### src/rtl/ex_cc_stage_pkg.sv
// Y86-64 execute back-end shared constants.
// icodes, condition selectors, flag indices, CC reset value.
package ex_cc_stage_pkg;

  localparam logic [3:0] IHALT   = 4'h0;
  localparam logic [3:0] INOP    = 4'h1;
  localparam logic [3:0] IRRMOVQ = 4'h2;
  localparam logic [3:0] IIRMOVQ = 4'h3;
  localparam logic [3:0] IRMMOVQ = 4'h4;
  localparam logic [3:0] IMRMOVQ = 4'h5;
  localparam logic [3:0] IOPQ    = 4'h6;
  localparam logic [3:0] IJXX    = 4'h7;
  localparam logic [3:0] ICALL   = 4'h8;
  localparam logic [3:0] IRET    = 4'h9;
  localparam logic [3:0] IPUSHQ  = 4'hA;
  localparam logic [3:0] IPOPQ   = 4'hB;

  localparam logic [3:0] ICODE_OPQ  = IOPQ;
  localparam logic [3:0] ICODE_CMOV = IRRMOVQ;

  localparam logic [3:0] C_YES = 4'h0;
  localparam logic [3:0] C_LE  = 4'h1;
  localparam logic [3:0] C_L   = 4'h2;
  localparam logic [3:0] C_E   = 4'h3;
  localparam logic [3:0] C_NE  = 4'h4;
  localparam logic [3:0] C_GE  = 4'h5;
  localparam logic [3:0] C_G   = 4'h6;

  localparam logic [3:0] RNONE = 4'hF;

  localparam int CF_ZF = 0;
  localparam int CF_SF = 1;
  localparam int CF_OF = 2;

  localparam logic [2:0] CC_RESET = 3'b001;

endpackage

### src/rtl/ex_cc_stage_cond_eval.sv
// Branch/cmov condition evaluator: (ifun, cc{OF,SF,ZF}) -> cnd.
// Purely combinational; shared with the fetch-side predictor checker.
module ex_cc_stage_cond_eval
  import ex_cc_stage_pkg::*;
(
  input  logic [3:0] ifun,
  input  logic [2:0] cc,
  output logic       cnd
);

  logic z, s, o, lt;

  assign z  = cc[CF_ZF];
  assign s  = cc[CF_SF];
  assign o  = cc[CF_OF];
  assign lt = s ^ o;

  always_comb begin
    cnd = 1'b0;
    unique case (1'b1)
      (ifun == C_YES): cnd = 1'b1;
      (ifun == C_LE):  cnd = lt | z;
      (ifun == C_L):   cnd = lt;
      (ifun == C_E):   cnd = z;
      (ifun == C_NE):  cnd = !z;
      (ifun == C_GE):  cnd = !lt;
      (ifun == C_G):   cnd = !lt & !z;
      default:         cnd = 1'b0;
    endcase
  end

endmodule

### src/rtl/ex_cc_stage.sv
// Execute back end: CC register, Cnd evaluation, E->M register.
// Ports: e_* beat in (valid/ready), m_* beat out, m_exc, flush, cc.
module ex_cc_stage
  import ex_cc_stage_pkg::*;
#(
  parameter int         W          = 64,
  parameter logic [3:0] ICODE_OPQ  = 4'h6,
  parameter logic [3:0] ICODE_CMOV = 4'h2,
  parameter logic [3:0] RNONE      = 4'hF,
  parameter logic [2:0] CC_RESET   = 3'b001
) (
  input  logic         clk,
  input  logic         reset,
  input  logic         flush,
  input  logic         e_valid,
  output logic         e_ready,
  input  logic [3:0]   e_icode,
  input  logic [3:0]   e_ifun,
  input  logic [W-1:0] e_valE,
  input  logic [2:0]   e_cf,
  input  logic [W-1:0] e_valA,
  input  logic [3:0]   e_dstE,
  input  logic         m_exc,
  output logic         m_valid,
  input  logic         m_ready,
  output logic [3:0]   m_icode,
  output logic         m_Cnd,
  output logic [W-1:0] m_valE,
  output logic [W-1:0] m_valA,
  output logic [3:0]   m_dstE,
  output logic [2:0]   cc
);

  logic [2:0]   cc_q, cc_d;
  logic         vld_q, vld_d;
  logic [3:0]   icode_q, icode_d;
  logic         cnd_q, cnd_d;
  logic [W-1:0] vale_q, vale_d;
  logic [W-1:0] vala_q, vala_d;
  logic [3:0]   dste_q, dste_d;

  logic cnd;
  logic in_fire;
  logic out_fire;

  // Cnd sees the CC before this edge's update.
  ex_cc_stage_cond_eval u_cond (
    .ifun (e_ifun),
    .cc   (cc_q),
    .cnd  (cnd)
  );

  assign e_ready  = !vld_q | m_ready;
  assign in_fire  = e_valid & e_ready & !flush;
  assign out_fire = vld_q & m_ready;

  always_comb begin
    cc_d    = cc_q;
    vld_d   = vld_q;
    icode_d = icode_q;
    cnd_d   = cnd_q;
    vale_d  = vale_q;
    vala_d  = vala_q;
    dste_d  = dste_q;
    if (in_fire) begin
      vld_d   = 1'b1;
      icode_d = e_icode;
      cnd_d   = cnd;
      vale_d  = e_valE;
      vala_d  = e_valA;
      // Untaken cmov must not write back.
      dste_d  = (e_icode == ICODE_CMOV && !cnd)
              ? RNONE : e_dstE;
      if (e_icode == ICODE_OPQ && !m_exc)
        cc_d = e_cf;
    end else if (out_fire || flush) begin
      vld_d = 1'b0;
    end
  end

  always_ff @(posedge clk) begin
    if (reset) begin
      cc_q    <= CC_RESET;
      vld_q   <= 1'b0;
      icode_q <= 4'h0;
      cnd_q   <= 1'b0;
      vale_q  <= '0;
      vala_q  <= '0;
      dste_q  <= RNONE;
    end else begin
      cc_q    <= cc_d;
      vld_q   <= vld_d;
      icode_q <= icode_d;
      cnd_q   <= cnd_d;
      vale_q  <= vale_d;
      vala_q  <= vala_d;
      dste_q  <= dste_d;
    end
  end

  assign cc      = cc_q;
  assign m_valid = vld_q;
  assign m_icode = icode_q;
  assign m_Cnd   = cnd_q;
  assign m_valE  = vale_q;
  assign m_valA  = vala_q;
  assign m_dstE  = dste_q;

endmodule
### config.mk
export PLATFORM = sky130hd
export DESIGN_NAME = ex_cc_stage
export DESIGN_NICKNAME = d
export VERILOG_FILES = /design/src/rtl/ex_cc_stage_pkg.sv /design/src/rtl/ex_cc_stage_cond_eval.sv /design/src/rtl/ex_cc_stage.sv
export SDC_FILE = /design/constraint.sdc
export NUM_CORES = 1
export LEC_CHECK = 0
export CAP_MARGIN = 25
export CORE_MARGIN = 4
export CORE_UTILIZATION = 35
export DETAILED_ROUTE_END_ITERATION = 12
export GPL_TIMING_DRIVEN = 0
export PLACE_DENSITY = 0.81
export SETUP_SLACK_MARGIN = 0.5
export SLEW_MARGIN = 0
export SYNTH_ARGS = -nofsm -noshare
export SYNTH_HDL_FRONTEND = slang
export SYNTH_HIERARCHICAL = 1
export SYNTH_SLANG_ARGS = --single-unit
### constraint.sdc
create_clock -name clk -period 1.3 [get_ports clk]
set_input_delay 0.195 -clock clk [delete_from_list [all_inputs] [get_ports clk]]
set_output_delay 0.195 -clock clk [all_outputs]
set_load 0.005 [all_outputs]
* Word-level counts from Yosys, hierarchy flattened *
Index checks and enable logic that the tools add are counted.

word-level totals
  memories = 0
  bits in latches = 0
  register bits = 141
  output and inout port bits = 142
  ROM bits = 0
  RAM bits = 0
  logic and storage cells = 38
  input port bits = 149

operators by class
  equal/unequal tests = 8
  multiplexer cells = 4
  add/subtract/negate cells = 0
  bitwise gates (word level) = 7
  reduce and logical (&&, ||, !) cells = 12
  shifts and indexed selects = 0
  multipliers = 0
  order comparisons = 0
  div/mod/pow operators = 0

operator list
  operator                                       count
  == test 4 x 3 -> 1 bit, second input constant  4
  == test 4 x 2 -> 1 bit, second input constant  3
  case mux 1 bit (7 select lines)                1
  zero test 1 bit                                6
  bitwise AND 1 bit                              4
  == test 4 x 1 -> 1 bit, second input constant  1
  zero test 4 bit                                1
  two-way mux 4 bit                              1
  logical AND 1 bit                              2
  two-way mux 1 bit                              2
  bitwise OR 1 bit                               2
  AND reduction 2 bit                            1
  nonzero test 2 bit                             1
  logical OR 1 bit                               1
  XOR 1 bit                                      1

* Depth between registers and ports, before layout *
  depth in word-level cells = 7
  depth in mapped cells = 6

* By module *
The synthesis kept the hierarchy.

modules (own cells, without submodules)
  module                 cells an instance  area an instance (um^2)  sequential area each (um^2)  instances
  ex_cc_stage            615                5197.5                   2822.7                       1
  ex_cc_stage_cond_eval  10                 81.3                     0.0                          1

* Worst setup path before layout *
Ideal clock, no wire load.

  kind = register to register
  from = register cc_q[0], in the netlist cc[0]
  to = register dste_q[0], in the netlist m_dstE[0]
  setup slack = 26 ps
  path buffers = 0
  setup time = 70 ps
  data arrival time = 1203 ps
  stages on the path, launching flop included = 7
  path through = dfxtp_1 > and4bb_1 > nor3_1 > nand3_1 > nor3b_2 > nor3_1 > o21bai_1

on the way
  word-level cells in the longest chain between the ends = 6

ends and longest elaborated chain
  what                               RTL line                                                  source
  start: declaration                 ex_cc_stage.sv:34                                         logic [2:0] cc_q, cc_d;
  start signal: assignment           ex_cc_stage.sv:83                                         cc_q <= CC_RESET;
  start signal: assignment           ex_cc_stage.sv:91                                         cc_q <= cc_d;
  zero test 1 bit                    ex_cc_stage_cond_eval.sv:25, ex_cc_stage_cond_eval.sv:27
  bitwise AND 1 bit                  ex_cc_stage_cond_eval.sv:27                               (ifun == C_G): cnd = !lt & !z;
  case mux 1 bit (7 select lines) *  ex_cc_stage_cond_eval.sv:20                               unique case (1'b1)
  named net cnd                      ex_cc_stage.sv:42                                         logic cnd;
  zero test 1 bit *                  ex_cc_stage.sv:72                                         dste_d = (e_icode == ICODE_CMOV && !cnd)
  logical AND 1 bit *                ex_cc_stage.sv:72
  two-way mux 4 bit *                ex_cc_stage.sv:73                                         ? RNONE : e_dstE;
  end signal: assignment             ex_cc_stage.sv:97                                         dste_q <= dste_d;
  end: declaration                   ex_cc_stage.sv:40                                         logic [3:0] dste_q, dste_d;

Mark *: on every way through the listed nets, which the timed path passes. The rest lies on a longest branch.
A chain may end at the register's enable or synchronous reset.

* Worst setup path in the final report *
  from = register cc_q[0], in the netlist cc[0]
  to = output port cc[0]

RTL lines
  what              RTL line           source
  end: declaration  ex_cc_stage.sv:31  output logic [2:0] cc

No word-level cell between the ends.

==> flow_metrics.py <==
metrics = {
    "logic_synthesis": {
        "synth.net_count": 774,
        "synthCells": 625,
        "seq_area_frac_synth_pct": 53.5,
        "ys_seq_elements": 141,
        "synth_area_sq_um": 5280,
        "synth_top_cell_by_area": "dfxtp_1",
        "synth_cell_types": 31,
        "yosys_warnings": 6,
        "synthDominantCellAreaShare_pct": 53.5,
        "synth_area_leaders": "dfxtp_1 (53%), nand2_1 (19%), a21oi_1 (8.7%), a21oi_2 (7.0%), buf_8 (2.8%)",
        "avgSynthCellArea_sq_um": 8.45,
    },
    "detailed_routing": {
        "drt-pass1-iter-count": 4,
        "num_vias": 6059,
        "routed_via_density": 4.97,
        "ant_nets": 0,
        "wire_per_inst_microns": 19.7,
        "drc": 0,
        "drt_iter0_markers": 217,
        "drt-total-wl_microns": 24000,
    },
    "job": {
        "cap_viol_max_count": 0,
    },
    "power": {
        "powerDensity_nw_per_um2": 1000,
        "ir_drop_mv": 0.968,
        "p_leak_nw": 5.17,
    },
    "critical_path": {
        "startpoint": "cc[0]",
        "reg2reg_from": "cc[0]",
        "cp.arrival_ns": 1.23,
        "critPathKind": "reg -> out",
        "worstPathRequired_ns": 1.11,
        "r2r_slack_ns": -0.12,
        "crit_end": "cc[0]",
        "worstRegToRegCells": 6,
        "end_kind": "output port",
        "critPathLaunchType": "register",
        "cp_max_fo": 3,
        "r2r-end": "m_dstE[3]",
    },
    "timing": {
        "slew_headroom_pct": 46.3,
        "setup_viol": 67,
        "fin_tns_setup_ns": -2.02,
        "rsz0062_at_grt": "true",
        "finalHoldViolCount": 0,
        "fmax_mhz": 701,
        "skew_ns": 0.00841,
        "period_needed_ns": 1.43,
        "hold_ws_ns": 0.158,
        "worst_pin_slew_ns": 0.805,
        "fin_ws_ns": -0.126,
        "report.final.slew_viol_count": 0,
        "period_share_pct": 110,
    },
    "floorplanning": {
        "die_h_microns": 131,
        "initial_core_util_pct": 36.0,
        "core_sq_um": 14600,
        "dieArea_sq_um": 17100,
        "fp-row-count": 44,
        "dieWidth_microns": 131,
        "io_pins": 291,
    },
    "cells_and_area": {
        "fin_nets": 1173,
        "diodes": 0,
        "n_fill_cell": 765,
        "areaGrowthSynthToFinish_pct": 127,
        "drive_above_1_share_pct": 71.7,
        "final_core_utilization_pct": 81.9,
    },
    "global_routing": {
        "grt_max_degree": 17,
        "grt_pass1_vias": 5633,
        "overflow": 0,
        "grt_usage_pct": 23.3,
        "grt_pass1_wl_microns": 30600,
        "antenna_found_initial": 1,
    },
    "placed_design": {
        "gp_congestion": 0.759,
        "portBuffers": 289,
        "hpwl_microns": 13000,
    },
    "clock_network": {
        "clkLatencyLatePin_ns": 0.41,
        "cts_sinks": 141,
        "cts_root_buf": "clkbuf_16",
        "cts_buffer_depth": 2,
        "cts.htree.levels": 4,
        "numCtsBuffers": 17,
        "clk_pin_slew_ns": 0.06,
        "cts_tree": "done",
    },
    "worst_hold_path": {
        "min_delay_path_depth": 2,
        "hp-class": "in -> reg",
    },
    "run_status": {
        "violations": "negative setup slack",
        "status": "complete, but fails checks",
    },
}
[worst min-delay path by stage]
| stage | slack, ns | startpoint | endpoint |
|---|---|---|---|
| detailed placement | 0.45 | m_valE[35] | m_valE[35] |
| global placement | 0.44 | m_valA[0] | m_valA[0] |
| floorplan | 0.26 | flush | m_valid |
| finish | 0.16 | flush | m_valid |
| global route | 0.15 | flush | m_valid |
| CTS | 0.13 | flush | m_valid |
[synth_stat cells, drive strengths merged]
library cell	number
buf	36
a2111o	1
clkbuf	10
nor2b	2
o21bai	4
nor4b	1
nand2	267
nor4	2
o21ai	1
nand4	1
nand3	1
inv	1
nor2	7
nor3	6
nand2b	1
and4bb	2
nor3b	2
a211oi	1
a21oi	134
xnor2	1
and2	1
mux2i	2
dfxtp	141
[cell type report]
class / instances / area [sq um] / share of cell area (%)
repair buffers: 380 / 4240 / 35.4
multi-input cells: 437 / 3370 / 28.1
flip-flops and latches: 141 / 3010 / 25.1
plain buffers: 46 / 578 / 4.82
clock buffers: 24 / 482 / 4.01
well taps: 184 / 230 / 1.92
clock inverters: 7 / 87.6 / 0.730
inverters: 1 / 3.75 / 0.0313
[cells by family after synthesis]
| family | Yosys count | share of synthesized area, % |
|---|---|---|
| simple gates | 293 | 22.3 |
| flops | 141 | 53.5 |
| xor+xnor | 1 | 0.166 |
| compound gates | 141 | 16.7 |
| buf+inv | 47 | 6.94 |
| mux | 2 | 0.379 |
[cell usage in the layout (no fill, tap or decap), types with 3 or more instances in the layout]
cell and instances:
nor2_1 7, buf_16 19, a21oi_2 125, dfxtp_2 136
clkbuf_16 25, clkinv_2 4, buf_2 35, clkbuf_8 3
nand2_2 76, dfxtp_4 4, a21oi_1 8, nand2_1 98
nor3_1 4, clkdlybuf4s50_1 136, clkbuf_1 14, dlygate4sd2_1 10
buf_4 42, buf_6 129, buf_12 23, nand2_4 92
buf_8 13, o21bai_1 4
[per-layer routing]
metal | part of all wire, % | vias to the layer above | wire length, microns | track usage, %
met1 | 36 | 2925 | 8760 | 25.8
met5 | 0.029 | - | 7 | 0
met4 | 2.7 | 2 | 642 | 8.17
li1 | - | 2841 | - | -
met3 | 7.4 | 48 | 1770 | 8.37
met2 | 53 | 243 | 12800 | 41.4
[metrics by stage]
stage | power [mW] | instance area (sq um) | setup WS [ns] | cells
finish | 12.1 | 12000 | -0.126 | 1220
floorplan | 5.31 | 5550 | 0.111 | 625
global placement | 6.33 | 8670 | -0.578 | 1098
CTS | 11.5 | 10400 | -0.0877 | 1176
detailed placement | 6.35 | 8670 | -0.627 | 1098
global route | 12.5 | 12000 | -0.197 | 1220
[registers in the layout, indices dropped and copies added (netlist names)]
register / count
cc: 3
m_Cnd: 1
m_dstE: 4
m_icode: 4
m_valA: 64
m_valE: 64
m_valid: 1
[worst max-delay path, stage by stage, from the launching register on]
cell     delay (ns)
dfxtp_4        0.34
buf_4          0.13
buf_4          0.13
buf_6          0.11
buf_6          0.11
[where the power goes]
part / internal [mW] / leakage, nW / switching [mW] / total [mW]
Sequential: 4.56 / 1.21 / 0.146 / 4.70
Combinational: 1.49 / 3.68 / 1.06 / 2.55
Clock: 2.96 / 0.280 / 1.84 / 4.80
[what timing repair did]
action                                  in CTS  in global routing
endpoints found under the setup margin     282                283
cloned                                      21                  8
buffers inserted                            26                 36
hold buffers                                 0                  0
pin swaps                                   39                 68
gates resized for setup                    919                266
No activity file was read; power rests on OpenSTA's default activity.
